<file path="config.mk">
export PLATFORM = sky130hd
export DESIGN_NAME = if_id_reg
export DESIGN_NICKNAME = d
export VERILOG_FILES = /design/src/rtl/if_id_reg_pkg.sv /design/src/rtl/if_id_reg_addr_check.sv /design/src/rtl/if_id_reg.sv
export SDC_FILE = /design/constraint.sdc
export NUM_CORES = 1
export LEC_CHECK = 0
export BUFFER_PORTS_ARGS = -buffer_cell sky130_fd_sc_hd__buf_2
export CAP_MARGIN = 20
export CORE_AREA = 2 2 104 106
export CTS_BUF_LIST = sky130_fd_sc_hd__clkbuf_4 sky130_fd_sc_hd__clkbuf_8
export DETAILED_ROUTE_END_ITERATION = 10
export DIE_AREA = 0 0 106 108
export GPL_TIMING_DRIVEN = 0
export PLACE_DENSITY = 0.73
export SLEW_MARGIN = 20
export SYNTH_ARGS = -nofsm -noshare
export SYNTH_HDL_FRONTEND = slang
export SYNTH_SLANG_ARGS = --single-unit
</file>
<file path="constraint.sdc">
create_clock -name clk -period 1.25 [get_ports clk]
set_clock_uncertainty 0.2 [all_clocks]
set_input_delay 0.25 -clock clk [delete_from_list [all_inputs] [get_ports clk]]
set_output_delay 0.25 -clock clk [all_outputs]
set_load 0.05 [all_outputs]
</file>
<file path="src/rtl/if_id_reg_pkg.sv">
// Shared MIPS pipeline definitions: exception codes, nop encoding, fetch window defaults
// and the ID-stage record carried by the IF/ID register.
package if_id_reg_pkg;

    localparam logic [4:0]  EXC_NONE      = 5'd0;
    localparam logic [4:0]  EXC_ADEL      = 5'd4;
    localparam logic [31:0] NOP_INSTR     = 32'h0000_0000;
    localparam logic [31:0] DEF_RESET_PC  = 32'h0000_3000;
    localparam logic [31:0] DEF_IMEM_BASE = 32'h0000_3000;
    localparam logic [31:0] DEF_IMEM_SIZE = 32'h0000_4000;

    typedef struct packed {
        logic [31:0] pc;
        logic [31:0] pc8;
        logic [31:0] instr;
        logic        valid;
        logic        bd;
        logic        exc;
        logic [4:0]  exc_code;
    } id_stage_t;

    // jal/jalr link value; wraps modulo 2^32
    function automatic logic [31:0] link_addr(input logic [31:0] pc);
        return pc + 32'd8;
    endfunction

endpackage

</file>
<file path="src/rtl/if_id_reg_addr_check.sv">
// Combinational address-error check: misaligned word or outside [BASE, BASE+SIZE).
// Bounds are compared at 33 bits so BASE+SIZE cannot overflow.
module if_addr_check
    import if_id_reg_pkg::*;
#(
    parameter logic [31:0] BASE = DEF_IMEM_BASE,
    parameter logic [31:0] SIZE = DEF_IMEM_SIZE
) (
    input  logic [31:0] addr,
    output logic        fault
);

    logic [32:0] addr_ext_s;
    logic [32:0] lo_s;
    logic [32:0] hi_s;

    // Unsigned window and alignment test
    always_comb begin
        addr_ext_s = {1'b0, addr};
        lo_s       = {1'b0, BASE};
        hi_s       = {1'b0, BASE} + {1'b0, SIZE};
        fault      = (addr[1:0] != 2'b00) || (addr_ext_s < lo_s) || (addr_ext_s >= hi_s);
    end

endmodule

</file>
<file path="src/rtl/if_id_reg.sv">
// IF/ID pipeline register: stall hold, flush-to-bubble, delay-slot tagging, fetch AdEL.
// Optional macro IF_ID_PERF_CNT_EN adds saturating stall/bubble performance counters.
module if_id_reg
    import if_id_reg_pkg::*;
#(
    parameter logic [31:0] RESET_PC  = DEF_RESET_PC,
    parameter logic [31:0] IMEM_BASE = DEF_IMEM_BASE,
    parameter logic [31:0] IMEM_SIZE = DEF_IMEM_SIZE
) (
    input  logic        clk,
    input  logic        rst,
    input  logic [31:0] if_pc,
    input  logic [31:0] if_instr,
    input  logic        stall,
    input  logic        flush,
    input  logic        id_is_jump,
`ifdef IF_ID_PERF_CNT_EN
    output logic [31:0] perf_stall_cnt,
    output logic [31:0] perf_bubble_cnt,
`endif
    output logic [31:0] id_pc,
    output logic [31:0] id_pc8,
    output logic [31:0] id_instr,
    output logic        id_valid,
    output logic        id_bd,
    output logic        id_exc,
    output logic [4:0]  id_exc_code
);

    localparam id_stage_t RESET_STAGE = '{
        pc:       RESET_PC,
        pc8:      RESET_PC + 32'd8,
        instr:    NOP_INSTR,
        valid:    1'b0,
        bd:       1'b0,
        exc:      1'b0,
        exc_code: EXC_NONE
    };

    id_stage_t stage_q;
    id_stage_t stage_d;
    logic      fault_s;

    if_addr_check #(
        .BASE (IMEM_BASE),
        .SIZE (IMEM_SIZE)
    ) u_addr_check (
        .addr  (if_pc),
        .fault (fault_s)
    );

    // Next ID contents: flush beats stall beats load
    always_comb begin
        stage_d = stage_q;
        if (flush) begin
            stage_d.pc       = if_pc;
            stage_d.pc8      = link_addr(if_pc);
            stage_d.instr    = NOP_INSTR;
            stage_d.valid    = 1'b0;
            stage_d.bd       = 1'b0;
            stage_d.exc      = 1'b0;
            stage_d.exc_code = EXC_NONE;
        end else if (stall) begin
            stage_d = stage_q;
        end else begin
            stage_d.pc    = if_pc;
            stage_d.pc8   = link_addr(if_pc);
            stage_d.valid = 1'b1;
            // a bubble in ID never marks its successor as a delay slot
            stage_d.bd    = id_is_jump & stage_q.valid;
            if (fault_s) begin
                stage_d.instr    = NOP_INSTR;
                stage_d.exc      = 1'b1;
                stage_d.exc_code = EXC_ADEL;
            end else begin
                stage_d.instr    = if_instr;
                stage_d.exc      = 1'b0;
                stage_d.exc_code = EXC_NONE;
            end
        end
    end

    // ID stage state register
    always_ff @(posedge clk or negedge rst) begin
        if (!rst) begin
            stage_q <= RESET_STAGE;
        end else begin
            stage_q <= stage_d;
        end
    end

    assign id_pc       = stage_q.pc;
    assign id_pc8      = stage_q.pc8;
    assign id_instr    = stage_q.instr;
    assign id_valid    = stage_q.valid;
    assign id_bd       = stage_q.bd;
    assign id_exc      = stage_q.exc;
    assign id_exc_code = stage_q.exc_code;

`ifdef IF_ID_PERF_CNT_EN
    logic [31:0] stall_cnt_q;
    logic [31:0] stall_cnt_d;
    logic [31:0] bubble_cnt_q;
    logic [31:0] bubble_cnt_d;

    // Saturating event counters
    always_comb begin
        stall_cnt_d  = stall_cnt_q;
        bubble_cnt_d = bubble_cnt_q;
        if (stall && !flush && (stall_cnt_q != 32'hFFFF_FFFF)) begin
            stall_cnt_d = stall_cnt_q + 32'd1;
        end else begin
            stall_cnt_d = stall_cnt_q;
        end
        if (flush && (bubble_cnt_q != 32'hFFFF_FFFF)) begin
            bubble_cnt_d = bubble_cnt_q + 32'd1;
        end else begin
            bubble_cnt_d = bubble_cnt_q;
        end
    end

    // Counter registers
    always_ff @(posedge clk or negedge rst) begin
        if (!rst) begin
            stall_cnt_q  <= 32'd0;
            bubble_cnt_q <= 32'd0;
        end else begin
            stall_cnt_q  <= stall_cnt_d;
            bubble_cnt_q <= bubble_cnt_d;
        end
    end

    assign perf_stall_cnt  = stall_cnt_q;
    assign perf_bubble_cnt = bubble_cnt_q;
`endif

endmodule

</file>
==> results.cfg, run 1 <==
[outcome]
status = complete, but fails checks
violations = negative hold slack, negative setup slack

[drt]
wl_mm = 15.65
drtAntennaViolNets = 0
via_count = 4555
drc_errors = 0
vias_per_cell = 5.449
drtIter0Drc = 285
wire_per_inst_microns = 18.72
drt_pass1_iterations = 5

[power]
intPower_w = 0.005182
pwr-share-seq_pct = 44.3
ir_drop_mv = 0.6571
p_sw_share_pct = 33.32
pwr-share-clk_pct = 27.2
p_per_area_nw_per_um2 = 981.4
leakagePower_nw = 3.481
switching_power_w = 0.002589
fin_total_pwr_w = 0.007771
pwr-share-comb_pct = 28.5

[placement]
dpl.hpwl_mm = 8.836
dpl_worst_slack_ns = -1.145
gp_congestion = 0.8173
port_buffers = 166

[synth]
synth_area_leaders = dfrtp_1 (50%), mux2_2 (8.2%), or4b_1 (6.8%)
yosys.area.top_type_share_pct = 50.04
syn_area_sq_um = 4551
synth-seq-cells = 96
ys_seq_area_share_pct = 52.93
synth_area_per_cell_sq_um = 10.76
synthCells = 423
yosysTopAreaCell = dfrtp_1
ys_warn_count = 0
synth.distinct_cells = 37

[sta]
setup_slack_ns = -0.4250
grt_setup_unrepaired = yes
period_needed_ns = 1.675
final_hold_viol_count = 8
final_max_slew_viol_count = 0
timing.setup.tns_ns = -28.98
maxClockFrequency_mhz = 597.0
worst_pin_slew_ns = 0.6259
relSlewSlack_pct = 58.28
holdWs_ns = -0.02574
finalSetupViolCount = 178
fin_crit_sh_pct = 134.0

[clock_tree]
clock_path_buffers = 2
htreeDepth = 3
cts_tree = built
numCtsBuffers = 9
cts.sinks = 96
root_buffer = clkbuf_8
clk_pin_slew_ns = 0.11
clkLatencyLatePin_ns = 0.34

[die]
die_y_microns = 108
start_util_pct = 44.48
core_area_sq_um = 10230
io_pins = 173
fp.dieW_microns = 106
die_area_sq_um = 11450
fp-row-count = 37

[setup_path]
cp.arrival_ns = 1.75
required_ns = 1.33
slowest_delay_ns = 0.49
startpoint_type = primary input
critPathKind = in -> reg
cp-end-kind = flip-flop
cp_slowest_cell = or4b_4
cpLargestDelayFamily = simple AND/OR/NAND/NOR gates
crit_buf_inv = 3
cpMostUsedCell = buf_8
crit_chain = buf_8 -> nor4_4 -> o211ai_1 -> buf_6 -> buf_8 -> or4b_4 -> a21oi_2
crit_fanout = 10

[grt]
grt_pass1_wl_mm = 22.60
grt_max_degree = 79
antenna_found_initial = 0
grt_remaining_overflow = 0
track_usage_pct = 24.88
first_global_vias = 4482

[hold_path]
hp-class = in -> reg

[layout]
drive_above_1_share_pct = 56.43
fin_nets = 765
syn_to_final_growth_pct = 74.02
diodes = 0

[flow_run]
maxCapViolations = 0
## flip-flops by register name, summed over array words and instances (netlist names)
| name | flops |
|---|---|
| id_instr | 32 |
| id_pc | 32 |
| id_exc_code | 1 |
| id_valid | 1 |
| id_bd | 1 |
| id_pc8 | 29 |
## power by group through the flow
stage                     Combinational, W  Clock (W)  Sequential (W)
after floorplan                   0.000457          0         0.00408
after global placement             0.00161          0         0.00344
after detailed placement           0.00163          0         0.00345
after CTS                          0.00208    0.00212         0.00344
after global routing               0.00232    0.00226         0.00346
final                              0.00222    0.00211         0.00344
## worst register-to-register path: cells and delay by family, from the launching register on
kind                   cells  cell delay, ns
DFF                        1            0.40
and+or+nand+nor            3            0.14
AOI/OAI and AO/OA          1            0.13
buffers and inverters      2            0.27
## cells by family (layout without fill, tap and decap cells)
| logic type | after synthesis | in the layout | synth area share, % |
|---|---|---|---|
| flops | 96 | 96 | 52.93 |
| xor+xnor | 14 | 14 | 2.695 |
| buf+inv | 45 | 319 | 5.224 |
| mux | 33 | 33 | 8.166 |
| compound gates | 77 | 77 | 9.266 |
| other cells | 1 | 4 | 0.08241 |
| simple gates | 156 | 156 | 21.36 |
| fa+ha+maj | 1 | 1 | 0.2749 |
## stage by stage
stage	utilization, %	hold slack, ns	cells	instance area (sq um)
final	77.40	-0.02574	836	7919
after global routing	77.40	-0.03697	836	7919
after floorplan	-	-0.2456	426	4728
after detailed placement	56.33	-0.1004	729	5763
after CTS	72.62	-0.03856	809	7430
after global placement	56.00	0.2839	728	5729
## cells in the mapped netlist (all sizes together)
cell type  number
nand4          10
nor3            3
or4b           31
and2            3
xnor2           3
nor2           30
buf            19
inv             4
ha              1
or4             7
xor2           11
a31oi          13
a21boi          1
nand2          41
dfstp           5
nand2b          1
and4            5
a21oi          49
o31ai           6
and3b           1
and3            3
or3             7
o211ai          1
dfrtp          91
o21ai           7
mux2           33
conb            1
nor2b           1
nor4            4
nand3           9
clkbuf         22
## layout by cell type, fill, tap and decap left out, types with 3 or more instances in the layout
cell type	n
xor2_1	11
a31oi_1	11
dfstp_2	5
buf_4	67
or4b_4	19
nand2_1	39
clkbuf_4	7
mux2_2	33
dfrtp_1	87
dlygate4sd3_1	25
clkbuf_1	6
or4_1	5
nor4_4	4
conb_1	4
a21oi_1	25
o21ai_0	7
nand3_1	6
inv_1	4
buf_8	18
clkbuf_8	15
nor2_1	30
buf_6	124
buf_2	42
or4b_1	12
and4_1	3
o31ai_1	4
a21oi_2	24
nand4_1	9
or3_1	7
dfrtp_2	4
## timing repair
action,in CTS,in global routing
setup endpoints to repair,149,182
cloned,2,1
setup buffers,41,29
endpoints found under the hold margin,125,5
hold buffers,22,3
resized for setup,287,78
pin swaps,26,29
## layer usage
metal	track usage, %	up-vias	wire length [microns]
li1	-	2059	-
met3	6.209	42	1352
met1	29.70	2203	5666
met5	0	-	0
met2	44.70	251	8200
met4	7.237	0	428
## final timing paths
check | startpoint | end | slack, ns | depth (start not counted)
max | if_pc[28] | id_instr[22] | -0.43 | 7
min | if_pc[20] | id_pc[20] | -0.03 | 2
max reg2reg | id_valid | id_bd | -0.03 | 6
min reg2reg | id_pc8[13] | id_pc8[13] | 0.34 | 2
max in group asynchronous | rst | id_pc8[3] | 0.09 | 3
min in group asynchronous | rst | id_instr[11] | 0.09 | 2
## layout make-up
type / count / area, sq um
Buffer: 38 / 364.1
Clock buffer: 10 / 131.4
Clock inverter: 6 / 67.56
Fill cell: 608 / 2312
Inverter: 4 / 15.01
Multi-Input combinational cell: 285 / 2258
Sequential cell: 96 / 2414
Tap cell: 136 / 170.2
Timing Repair Buffer: 261 / 2499
Power figures use the tool's default switching activity.
==> run 2: changes to the inputs <==
- clock period: 1.25 -> 1.85 ns (I/O delays scaled with it)
==> run 2 against run 1 <==
  * The flow now finishes without violations
  * Non-clock buffer count down 88
  * Critical path type unchanged
  * Largest cell class is now registers
  * Register-to-register slack better by 0.88 ns
  * Die area unchanged
  * Total power down 37%
  * First-iteration DRC count down 28%
  * Combinational power down 51%
==> results.cfg, run 2 (same netlist as run 1, synthesis figures left out) <==
[layout]
fin_nets = 677
seqCellArea_sq_um = 2409
drive_above_1_share_pct = 46.24
final_cell_mix = buf_2 (170), dfrtp_1 (91), nand2_1 (41)
fin_util_pct = 58.66
multiInputGateArea_sq_um = 2034
fin_cells = 748
diodes = 0
syn_to_final_growth_pct = 31.89
layout_commonest_cell = buf_2
fillCellCount = 909

[sta]
final_hold_viol_count = 0
period_needed_ns = 1.831
fin_crit_sh_pct = 98.99
maxClockFrequency_mhz = 546.1
worst_pin_slew_ns = 0.6346
finalSetupViolCount = 0
final_max_slew_viol_count = 0
grt_setup_unrepaired = yes
timing.setup.tns_ns = 0
relSlewSlack_pct = 57.69

[clock_tree]
root_buffer = clkbuf_8
clk_pin_slew_ns = 0.09
clock_path_buffers = 2
numCtsBuffers = 9
cts_tree = built
htreeDepth = 3
cts.sinks = 96
clkLatencyLatePin_ns = 0.35

[setup_path]
startpoint_type = primary input
cp.arrival_ns = 1.91
cp-end-kind = flip-flop
r2r_end = id_bd
r2r_start = id_valid
critPathKind = in -> reg
slowest_delay_ns = 0.49
crit_chain = buf_2 -> nor4_4 -> o211ai_1 -> buf_4 -> clkbuf_8 -> or4b_4 -> a21oi_2
reg2reg_slack_ns = 0.85
required_ns = 1.93
crit_fanout = 10
r2r_cells = 4
cp_slowest_cell = or4b_4

[grt]
grt_use_met3_pct = 5.244
use_met2_pct = 37.19
track_usage_pct = 21.65
antenna_found_initial = 0
grt_remaining_overflow = 0
grt_max_degree = 50
first_global_vias = 3993
grt_pass1_wl_mm = 19.46
busiest_layer = met2
gr-usage-met1_pct = 26.65

[placement]
port_buffers = 166
dp.cells = 729
dpl.hpwl_mm = 9.230
gp_congestion = 0.8173

[hold_path]
worstHoldStart = if_pc[2]
hp-class = in -> reg
hold_end = id_pc[2]
holdPathStages = 2

[drt]
wire_per_inst_microns = 16.32
drc_errors = 0
drtIter0Drc = 206
wl_mm = 12.21
drt_pass1_iterations = 4
drtAntennaViolNets = 0
via_count = 4001
vias_per_cell = 5.349

[die]
die_area_sq_um = 11450
fp.dieW_microns = 106
start_util_pct = 44.48
io_pins = 173
fp-row-count = 37
die_y_microns = 108
core_area_sq_um = 10230

[power]
fin_total_pwr_w = 0.004896
ir_drop_mv = 0.5869
leakagePower_nw = 2.731
p_per_area_nw_per_um2 = 815.7

[flow_run]
maxCapViolations = 0

[outcome]
status = completed
## run 2: routing by layer
metal	part of all wire (%)	routed length, microns
met5	0	0
met4	1.8	222
met3	7.9	960
met2	48	5857
met1	42	5166
## run 2: final cells by class
| class | count | share of cell area, % |
|---|---|---|
| clock buffers | 11 | 2.418 |
| repair buffers | 171 | 14.95 |
| flip-flops and latches | 96 | 40.13 |
| multi-input cells | 285 | 33.90 |
| well taps | 136 | 2.835 |
| clock inverters | 5 | 1.334 |
| inverters | 4 | 0.2502 |
| plain buffers | 40 | 4.190 |
## run 2: timing repair
item                                    4_1_cts  5_1_grt
endpoints found under the setup margin       71       35
gates resized for setup                      21       28
hold buffers                                  2        0
gates cloned                                  1        0
buffers inserted                              1        0
pin swaps                                     5       11
endpoints found under the hold margin        45        0
## run 2: per-stage QoR
step / setup WS [ns] / hold WS [ns] / cell area [sq um]
global placement: -0.6969 / 0.2854 / 5575
global route: -0.03114 / 0.03169 / 6002
floorplan: -0.02592 / -0.1256 / 4574
finish: 0.01870 / 0.04037 / 6002
CTS: 0.0006848 / 0.01824 / 5932
detailed placement: -0.6028 / 0.1388 / 5609
## run 2: report_power, final
| part | switching [W] | leakage (nW) | internal [W] |
|---|---|---|---|
| sequential | 0.0000648 | 1.18 | 0.00222 |
| combinational | 0.000795 | 1.44 | 0.000293 |
| clock | 0.000709 | 0.109 | 0.000811 |
## run 2: worst max-delay path, delay by kind of cell
family                 cells  cell delay [ns]
buffers and inverters      3             0.48
AOI/OAI and AO/OA          2             0.29
and+or+nand+nor            2             0.77
## run 2: worst max-delay path by stage
| stage | from | endpoint | slack, ns | cells after the start |
|---|---|---|---|---|
| after floorplan | flush | id_pc[0] | -0.03 | 5 |
| after global placement | rst | id_pc[14] | -0.70 | 1 |
| after detailed placement | flush | id_pc8[28] | -0.60 | 6 |
| after CTS | if_pc[28] | id_instr[18] | 0.0007 | 7 |
| after global routing | if_pc[16] | id_instr[20] | -0.03 | 7 |
| final | if_pc[21] | id_instr[4] | 0.02 | 7 |
